**src/rtl/wav_fetch_pkg.sv**
```systemverilog
// Shared types and constants for the WAV sample fetcher.
package wav_fetch_pkg;

  typedef enum logic [1:0] {
    IDLE    = 2'd0,
    FETCH   = 2'd1,
    DISCARD = 2'd2
  } fetch_state_t;

  localparam int          LEFT_LSB     = 0;
  localparam int          RIGHT_LSB    = 16;
  localparam int          SAMPLE_W_DEF = 16;
  localparam logic [15:0] UNDERRUN_MAX = 16'hFFFF;

  // Saturating increment for the underrun counter.
  function automatic logic [15:0] sat_inc16(input logic [15:0] v);
    return (v == UNDERRUN_MAX) ? v : v + 16'd1;
  endfunction

endpackage

```
**src/rtl/wav_sync_fifo.sv**
```systemverilog
// Single-clock first-word-fall-through FIFO with synchronous clear.
// dout always shows the head entry; it is meaningless while empty.
module wav_sync_fifo #(
  parameter int DEPTH = 16,
  parameter int AW    = 4,
  parameter int W     = 32
) (
  input  logic         clk,
  input  logic         rst_n,
  input  logic         clear,
  input  logic         push,
  input  logic [W-1:0] din,
  input  logic         pop,
  output logic [W-1:0] dout,
  output logic [AW:0]  level,
  output logic         empty
);

  localparam logic [AW:0] DEPTH_L = (AW+1)'(DEPTH);

  logic [W-1:0]  mem_q [DEPTH];
  logic [AW-1:0] wr_ptr_q, wr_ptr_d;
  logic [AW-1:0] rd_ptr_q, rd_ptr_d;
  logic [AW:0]   level_q, level_d;
  logic          push_ok_s, pop_ok_s;

  // Pointer and occupancy update; clear wins over any same-cycle push/pop.
  always_comb begin
    push_ok_s = push && (level_q != DEPTH_L);
    pop_ok_s  = pop && (level_q != {(AW+1){1'b0}});
    wr_ptr_d  = wr_ptr_q;
    rd_ptr_d  = rd_ptr_q;
    level_d   = level_q;
    if (clear) begin
      wr_ptr_d = {AW{1'b0}};
      rd_ptr_d = {AW{1'b0}};
      level_d  = {(AW+1){1'b0}};
    end else begin
      if (push_ok_s) begin
        wr_ptr_d = wr_ptr_q + {{(AW-1){1'b0}}, 1'b1};
      end else begin
        wr_ptr_d = wr_ptr_q;
      end
      if (pop_ok_s) begin
        rd_ptr_d = rd_ptr_q + {{(AW-1){1'b0}}, 1'b1};
      end else begin
        rd_ptr_d = rd_ptr_q;
      end
      case ({push_ok_s, pop_ok_s})
        2'b10:   level_d = level_q + {{AW{1'b0}}, 1'b1};
        2'b01:   level_d = level_q - {{AW{1'b0}}, 1'b1};
        default: level_d = level_q;
      endcase
    end
  end

  // Control registers with synchronous active-low reset.
  always_ff @(posedge clk) begin
    if (!rst_n) begin
      wr_ptr_q <= {AW{1'b0}};
      rd_ptr_q <= {AW{1'b0}};
      level_q  <= {(AW+1){1'b0}};
    end else begin
      wr_ptr_q <= wr_ptr_d;
      rd_ptr_q <= rd_ptr_d;
      level_q  <= level_d;
    end
  end

  // Storage write; data contents need no reset.
  always_ff @(posedge clk) begin
    if (push_ok_s && !clear) begin
      mem_q[wr_ptr_q] <= din;
    end
  end

  assign dout  = mem_q[rd_ptr_q];
  assign level = level_q;
  assign empty = (level_q == {(AW+1){1'b0}});

endmodule

```
**src/rtl/wav_sample_fetcher.sv**
```systemverilog
// WAV sample fetcher: Avalon-MM read master feeding a word FIFO, unpacked
// into signed 16-bit left/right samples on each audio-rate tick.
// Optional feature macro: WAV_FETCH_MONO_EN (adds mono_mode input; each word
// then carries two mono samples, low half first).
module wav_sample_fetcher
  import wav_fetch_pkg::*;
#(
  parameter int FIFO_DEPTH = 16,
  parameter int FIFO_AW    = 4,
  parameter int SAMPLE_W   = SAMPLE_W_DEF
) (
  input  logic                clk_clk,
  input  logic                reset_reset_n,
  input  logic                enable,
  input  logic                flush,
  output logic                file_data_read,
  input  logic [31:0]         file_data_readdata,
  input  logic                file_data_waitrequest,
  input  logic                sample_tick,
`ifdef WAV_FETCH_MONO_EN
  input  logic                mono_mode,
`endif
  output logic [SAMPLE_W-1:0] left_sample,
  output logic [SAMPLE_W-1:0] right_sample,
  output logic                sample_valid,
  output logic                underrun,
  output logic [15:0]         underrun_count,
  output logic [FIFO_AW:0]    fifo_level
);

  localparam logic [FIFO_AW+1:0] DEPTH_L = (FIFO_AW+2)'(FIFO_DEPTH);

  fetch_state_t          state_q, state_d;
  logic                  read_q, read_d;
  logic [SAMPLE_W-1:0]   left_q, left_d;
  logic [SAMPLE_W-1:0]   right_q, right_d;
  logic                  valid_q, valid_d;
  logic                  underrun_q, underrun_d;
  logic [15:0]           ucount_q, ucount_d;

  logic                  xfer_s;
  logic                  push_s;
  logic                  pop_s;
  logic [31:0]           head_s;
  logic [FIFO_AW:0]      level_s;
  logic                  empty_s;
  logic [FIFO_AW+1:0]    fill_next_s;

`ifdef WAV_FETCH_MONO_EN
  logic                  mono_q, mono_d;
  logic                  half_q, half_d;
`endif

  wav_sync_fifo #(
    .DEPTH (FIFO_DEPTH),
    .AW    (FIFO_AW),
    .W     (32)
  ) u_fifo (
    .clk   (clk_clk),
    .rst_n (reset_reset_n),
    .clear (flush),
    .push  (push_s),
    .din   (file_data_readdata),
    .pop   (pop_s),
    .dout  (head_s),
    .level (level_s),
    .empty (empty_s)
  );

  assign xfer_s = read_q && !file_data_waitrequest;
  // Occupancy after a completing push plus any same-cycle pop.
  assign fill_next_s = {1'b0, level_s} + {{(FIFO_AW+1){1'b0}}, 1'b1}
                     - {{(FIFO_AW+1){1'b0}}, pop_s};

  // Fetch FSM next state; read is a registered image of "not IDLE next".
  always_comb begin
    state_d = state_q;
    push_s  = 1'b0;
    case (state_q)
      IDLE: begin
        if (enable && !flush && ({1'b0, level_s} < DEPTH_L)) begin
          state_d = FETCH;
        end else begin
          state_d = IDLE;
        end
      end
      FETCH: begin
        if (xfer_s) begin
          // A flush landing on the completing cycle drops the word.
          push_s = !flush;
          if (enable && !flush && (fill_next_s < DEPTH_L)) begin
            state_d = FETCH;
          end else begin
            state_d = IDLE;
          end
        end else if (flush) begin
          state_d = DISCARD;
        end else begin
          state_d = FETCH;
        end
      end
      DISCARD: begin
        if (xfer_s) begin
          state_d = IDLE;
        end else begin
          state_d = DISCARD;
        end
      end
      default: state_d = IDLE;
    endcase
    read_d = (state_d != IDLE);
  end

  // Tick handling: pop/unpack, underrun status, flush clearing.
  always_comb begin
    left_d     = left_q;
    right_d    = right_q;
    valid_d    = 1'b0;
    pop_s      = 1'b0;
    underrun_d = underrun_q;
    ucount_d   = ucount_q;
`ifdef WAV_FETCH_MONO_EN
    half_d     = half_q;
    if (!empty_s || !(level_s == {(FIFO_AW+1){1'b0}} && state_q == IDLE)) begin
      mono_d = mono_q;
    end else begin
      mono_d = mono_mode;
    end
`endif
    if (sample_tick) begin
      valid_d = 1'b1;
      left_d  = {SAMPLE_W{1'b0}};
      right_d = {SAMPLE_W{1'b0}};
      if (enable && !flush) begin
        if (!empty_s) begin
`ifdef WAV_FETCH_MONO_EN
          if (mono_q && !half_q) begin
            left_d  = head_s[LEFT_LSB +: SAMPLE_W];
            right_d = head_s[LEFT_LSB +: SAMPLE_W];
            half_d  = 1'b1;
          end else if (mono_q) begin
            left_d  = head_s[RIGHT_LSB +: SAMPLE_W];
            right_d = head_s[RIGHT_LSB +: SAMPLE_W];
            half_d  = 1'b0;
            pop_s   = 1'b1;
          end else begin
            left_d  = head_s[LEFT_LSB +: SAMPLE_W];
            right_d = head_s[RIGHT_LSB +: SAMPLE_W];
            pop_s   = 1'b1;
          end
`else
          left_d  = head_s[LEFT_LSB +: SAMPLE_W];
          right_d = head_s[RIGHT_LSB +: SAMPLE_W];
          pop_s   = 1'b1;
`endif
        end else begin
          underrun_d = 1'b1;
          ucount_d   = sat_inc16(ucount_q);
        end
      end else begin
        pop_s = 1'b0;
      end
    end else begin
      valid_d = 1'b0;
    end
    if (flush) begin
      underrun_d = 1'b0;
      ucount_d   = 16'd0;
`ifdef WAV_FETCH_MONO_EN
      half_d     = 1'b0;
`endif
    end else begin
      underrun_d = underrun_d;
    end
  end

  // State and output registers with synchronous active-low reset.
  always_ff @(posedge clk_clk) begin
    if (!reset_reset_n) begin
      state_q    <= IDLE;
      read_q     <= 1'b0;
      left_q     <= {SAMPLE_W{1'b0}};
      right_q    <= {SAMPLE_W{1'b0}};
      valid_q    <= 1'b0;
      underrun_q <= 1'b0;
      ucount_q   <= 16'd0;
`ifdef WAV_FETCH_MONO_EN
      mono_q     <= 1'b0;
      half_q     <= 1'b0;
`endif
    end else begin
      state_q    <= state_d;
      read_q     <= read_d;
      left_q     <= left_d;
      right_q    <= right_d;
      valid_q    <= valid_d;
      underrun_q <= underrun_d;
      ucount_q   <= ucount_d;
`ifdef WAV_FETCH_MONO_EN
      mono_q     <= mono_d;
      half_q     <= half_d;
`endif
    end
  end

  assign file_data_read = read_q;
  assign left_sample    = left_q;
  assign right_sample   = right_q;
  assign sample_valid   = valid_q;
  assign underrun       = underrun_q;
  assign underrun_count = ucount_q;
  assign fifo_level     = level_s;

endmodule

```
**config.mk**
```make
export PLATFORM = sky130hd
export DESIGN_NAME = wav_sample_fetcher
export DESIGN_NICKNAME = d
export VERILOG_FILES = /design/src/rtl/wav_fetch_pkg.sv /design/src/rtl/wav_sync_fifo.sv /design/src/rtl/wav_sample_fetcher.sv
export SDC_FILE = /design/constraint.sdc
export NUM_CORES = 1
export LEC_CHECK = 0
export ABC_AREA = 1
export BUFFER_PORTS_ARGS = -buffer_cell sky130_fd_sc_hd__buf_2
export CORE_MARGIN = 3
export CORE_UTILIZATION = 35
export DETAILED_ROUTE_END_ITERATION = 12
export GPL_TIMING_DRIVEN = 0
export PLACE_DENSITY_LB_ADDON = 0.08
export SYNTH_ARGS = -nofsm -noshare
export SYNTH_HDL_FRONTEND = slang
export SYNTH_HIERARCHICAL = 1
export SYNTH_SLANG_ARGS = --single-unit
export TNS_END_PERCENT = 1
```
**constraint.sdc**
```tcl
create_clock -name clk_clk -period 3.6 [get_ports clk_clk]
set_input_delay 0.72 -clock clk_clk [delete_from_list [all_inputs] [get_ports clk_clk]]
set_output_delay 0.72 -clock clk_clk [all_outputs]
set_load 0.005 [all_outputs]
```
# Word level (Yosys, flattened, before mapping)
# Memories as Yosys holds them, arrays and structs flattened. A register that Yosys moved wholly into a read port is not among the register bits.
# Cells that the tools add are included.
# classes
n_addsub,7
n_lt_le_gt_ge,2
n_eq_ne,6
n_mux,21
n_bitwise,2
n_reduce_logical,17
# op_table
op,n
2-to-1 mux 16 bit,4
adder 16 x 1 -> 16 bit (second input constant),1
equality test 16 bit (second input constant),1
2-to-1 mux 1 bit,10
case mux 5 bit (2 select lines),1
adder 4 x 1 -> 4 bit (second input constant),2
2-to-1 mux 4 bit,2
logical AND 1 bit,7
adder 5 x 1 -> 6 bit (second input constant),1
< comparator 6 x 5 -> 1 bit (second input constant),1
2-to-1 mux 2 bit,3
case mux 2 bit (3 select lines),1
subtractor 6 x 1 -> 6 bit,1
adder 5 x 1 -> 5 bit (second input constant),1
logical NOT 5 bit,1
< comparator 5 bit (second input constant),1
inequality test 5 bit (second input constant),1
nonzero test 5 bit,1
subtractor 5 x 1 -> 5 bit (second input constant),1
equality test 2 x 1 -> 1 bit (second input constant),2
equality test 2 bit (second input constant),2
AND reduction 4 bit,1
nonzero test 2 bit,2
AND reduction 3 bit,1
other kinds (4),6
# word_totals
reg_bits,66
ramBits,512
in_bits,38
out_inout_bits,56
wordCells,66
n_memories,1
# memory_table
memory,depth,width,read_ports,rd_clocked_by_memory_dff,write_ports,line_no,source
u_fifo.mem_q,16,32,1,1,1,wav_sync_fifo.sv:21,logic [W-1:0] mem_q [DEPTH];

# Longest topological paths before layout
# depth
depth_word,11
depth_mapped,19
mapped_depth_nobuf,18

# Modules after synthesis
# Netlist, hierarchy kept.
# by_module_without_submodules
mod,instances,cells_per_inst,area_each_um2,seq_area_each_um2
wav_sync_fifo,1,1481,21383.0,15715.1
wav_sample_fetcher,1,332,2338.5,1061.0

# Least setup slack after synthesis
# OpenSTA, ideal clock, no wires.
# synth_timing
path_kind,in2reg
start,input file_data_waitrequest
end,"memory u_fifo.mem_q[11][0], enable pin"
arrival_ps,2810
required_time_ps,3179
slack_ps,369
path_stages,7
cell_sequence,nor2_1 -> inv_1 -> nor3_1 -> nand2_1 -> inv_1 -> nand2_1 -> nor2_1
# synth_via
elab_chain_cells,8
# synth_rtl
item,line_no,source
from (decl),wav_sample_fetcher.sv:18,"input logic file_data_waitrequest,"
logical NOT 1 bit,wav_sample_fetcher.sv:70,assign xfer_s = read_q && !file_data_waitrequest;
logical AND 1 bit,wav_sample_fetcher.sv:70,
2-to-1 mux 1 bit,wav_sample_fetcher.sv:88,if (xfer_s) begin
2-to-1 mux 1 bit,wav_sample_fetcher.sv:79,case (state_q)
net push_s,wav_sample_fetcher.sv:42,logic push_s;
logical AND 1 bit,wav_sync_fifo.sv:29,push_ok_s = push && (level_q != DEPTH_L);
logical AND 1 bit,wav_sync_fifo.sv:72,if (push_ok_s && !clear) begin
2-to-1 mux 1 bit,wav_sync_fifo.sv:72,
2-to-1 mux 1 bit (not written as such),wav_sync_fifo.sv:73,mem_q[wr_ptr_q] <= din;
to (decl),wav_sync_fifo.sv:21,
# The timed path passes the listed nets, and every way through them passes these cells.

# Worst setup path after layout
# layout_timing
start,"register u_fifo.level_q[4], in the netlist u_fifo/level[4]"
end,"register u_fifo.level_q[4], in the netlist u_fifo/level[4]"
# layout_via
elab_chain_cells,7
elab_cells_between_ends,14
# layout_rtl
item,line_no,source
from (decl),wav_sync_fifo.sv:24,"logic [AW:0] level_q, level_d;"
from (signal assigned),wav_sync_fifo.sv:62,level_q <= {(AW+1){1'b0}};
from (signal assigned),wav_sync_fifo.sv:66,level_q <= level_d;
logical NOT 5 bit (*),wav_sync_fifo.sv:79,assign empty = (level_q == {(AW+1){1'b0}});
net empty_s,wav_sample_fetcher.sv:46,logic empty_s;
2-to-1 mux 1 bit (*),wav_sample_fetcher.sv:135,if (!empty_s) begin
2-to-1 mux 1 bit (*),wav_sample_fetcher.sv:134,if (enable && !flush) begin
2-to-1 mux 1 bit (*),wav_sample_fetcher.sv:130,if (sample_tick) begin
net pop_s,wav_sample_fetcher.sv:43,logic pop_s;
logical AND 1 bit (*),wav_sync_fifo.sv:30,pop_ok_s = pop && (level_q != {(AW+1){1'b0}});
net u_fifo.pop_ok_s,wav_sync_fifo.sv:25,"logic push_ok_s, pop_ok_s;"
equality test 2 x 1 -> 1 bit or equality test 2 bit (tied branches),wav_sync_fifo.sv:49,"case ({push_ok_s, pop_ok_s})"
case mux 5 bit (2 select lines) or nonzero test 2 bit (tied branches),--,
# Mark *: on every way through the listed nets, which the timed path passes. The rest lies on a longest branch.
# A chain may end at the register's enable or synchronous reset.

==> impl_metrics.tcl <==
set metrics [dict create \
    outcome "finished clean" \
    place_hpwl_um 48400 \
    ant_nets 0 \
    synthTopCellsByCount "edfxtp_1, inv_1, a21oi_1" \
    cts_made_buffers 68 \
    cts_tree "yes" \
    slew_viol_final 0 \
    hold_violations 0 \
    die_x_um 266 \
    drt_iter0_drc 1331 \
    yosysTopAreaCellShare 0.648 \
    dp.cells 2792 \
    synth.yosys.seq_area_share 0.707 \
    grt_use_total 0.212 \
    grt.overflow.total 0 \
    vias_per_cell 5.26 \
    synth_seq_cells 582 \
    fmax_mhz 316 \
    postRouteWirelength_um 75300 \
    r2r_cells 19 \
    fp.dieArea_mm2 0.0709 \
    drt_pass1_iterations 5 \
    clkLatencyLatePin_ns 0.60 \
    grt_pass1_vias 15010 \
    grt_first_pass_wirelength_um 107000 \
    hold_depth 3 \
    avgRoutedWirePerCell_um 25.8 \
    worstPathArrival_ns 3.66 \
    syn_to_final_growth_pct 18.4 \
    rsz0062_at_grt "false" \
    finalSetupTns_ns 0 \
    fp.dieH_um 266 \
    num_rows 94 \
    netlist_top_cells_area "edfxtp_1, dfxtp_1, mux2i_1" \
    critPathMaxFanout 10 \
    worst_pin_slew_ns 1.22 \
    worst_clock_skew_ns 0.0280 \
    num_vias 15349 \
    async_flop_share 0 \
    postSynthCellCount 1813 \
    cts_setup_buffers 0 \
    gp_congestion 0.777 \
    grtUsageMet3 0.0365 \
    drc 0 \
    synth.distinct_cells 34 \
    postLayoutCoreUtil 0.423 \
    port_buffers 93 \
    synth_top_cell_by_area "edfxtp_1" \
    path_clk_slew_ns 0.06 \
    root_buffer "clkbuf_16" \
    use_met1 0.287 \
    antenna_found_initial 2 \
    peakVddDrop_mv 0.314 \
    critPathCaptureType "flop" \
    fin_crit_ns 3.16 \
    cts_sinks 582 \
    p_leak_nw 9.40 \
    start_util 0.357 \
    synth.most_common_cell "edfxtp_1" \
    nets 2049 \
    start_kind "flop" \
    grt_max_degree 22 \
    use_met2 0.350 \
    io_pins 94 \
    max_slew_margin 0.184 \
    clock_path_buffers 3 \
    top_usage_layer "met2" \
    avgSynthCellArea_um2 13.1 \
    syn-num-nets 1864 \
    cap_violations 0 \
    finalCritPeriodShare 0.879 \
    powerDensity_mw_per_mm2 504 \
    cts_max_level 3 \
    crit_type "reg -> reg" \
    drive_gt1_frac 0.140 \
    setup_violations 0 \
    p_total_w 0.0142 \
    synth_flop_cell "edfxtp_1" \
    yosysWarnings 6 \
    hp-class "in -> reg" \
    syn_area_mm2 0.0237 \
    synth-edff-count 512 \
    layoutNonFillerInstCount 2918 \
    hold_slack_ns 0.332 \
    crit_required_ns 4.10 \
    core_mm2 0.0665 \
]
[logic make-up after synthesis]
family | count (synthesis) | synth area share
adder cells (fa/ha/maj) | 13 | 0.00686
multiplexers | 128 | 0.0540
AND/OR/NAND/NOR | 307 | 0.0544
buffers and inverters | 291 | 0.0579
AO/OA/AOI/OAI | 483 | 0.116
flip-flops | 582 | 0.707
XOR/XNOR | 9 | 0.00332
[worst paths after layout]
kind                        start               to  slack [ns]
hold / removal        sample_tick     sample_valid        0.33
setup reg to reg  u_fifo/level[4]  u_fifo/level[4]        0.44
hold reg to reg   right_sample[5]  right_sample[5]        0.46
setup / recovery  u_fifo/level[4]  u_fifo/level[4]        0.44
[repair_timing]
action	CTS	global route
hold buffers	0	0
endpoints found under the hold margin	0	0
endpoints found under the setup margin	0	3
gates resized for setup	0	2
[worst max-delay path: stages, from the launching register on]
cell and delay (ns):
dfxtp_1 0.50, inv_1 0.07, nand3_1 0.12, inv_1 0.07
nor2_1 0.10, nand2_1 0.14, clkinvlp_4 0.27, buf_2 0.32
nand2_1 0.16, inv_2 0.16, ha_1 0.29, xor2_1 0.22
ha_1 0.17, inv_1 0.04, nand2_1 0.08, nand2_1 0.08
nand3_1 0.08, nand2_1 0.05, nor2_1 0.08, nor2_1 0.04
[cells in the final DEF, fill, tap and decap left out, types with 60 or more instances in the layout]
cell       instances
mux2i_1          128
edfxtp_1         512
clkbuf_16         70
o21ai_0          144
buf_2            109
clkbuf_1          74
o211ai_1         129
a21oi_1          178
nand3_1           60
nand2_1          161
inv_1            184
dfxtp_1           69
[flip-flops by register name, indices dropped and copies added, names as in the netlist, named ones only]
signal and flops:
u_fifo/level 5, u_fifo/rd_ptr_q 4, right_sample 16, underrun_count 16, underrun 1, sample_valid 1, file_data_read 1, state_q 2
u_fifo/mem_q 512, left_sample 16, u_fifo/wr_ptr_q 4
[per-stage QoR]
| stage | worst slack [ns] | instance area, µm² |
|---|---|---|
| global placement | -2.44 | 25300 |
| finish | 0.436 | 28100 |
| detailed placement | -0.175 | 25900 |
| floorplan | 0.369 | 23700 |
| CTS | 0.174 | 28100 |
| global route | 0.0410 | 28100 |
[area by class of cell]
| class | count | area (µm²) |
|---|---|---|
| clock inverter | 24 | 188 |
| sequential | 582 | 16800 |
| antenna | 1 | 2.50 |
| fill | 6122 | 38400 |
| timing repair buffer | 115 | 1000 |
| multi-input combinational | 940 | 5690 |
| buffer | 102 | 662 |
| tap | 864 | 1080 |
| clock buffer | 101 | 1970 |
| inverter | 189 | 716 |
[where the power goes]
group	switching (W)	leakage, nW	internal (W)
Clock	0.00271	1.06	0.00394
Sequential	0.00000344	5.16	0.00734
Combinational	0.000144	3.17	0.0000306
Total	0.00286	9.40	0.0113
[metal layers]
layer	wire [µm]	part of all wire	vias to the layer above
li1	-	-	6988
met1	33200	0.44	7749
met2	36000	0.48	470
met3	3840	0.051	140
met4	2250	0.030	2
met5	13	0.00017	-
(Power assumes the default switching activity.)
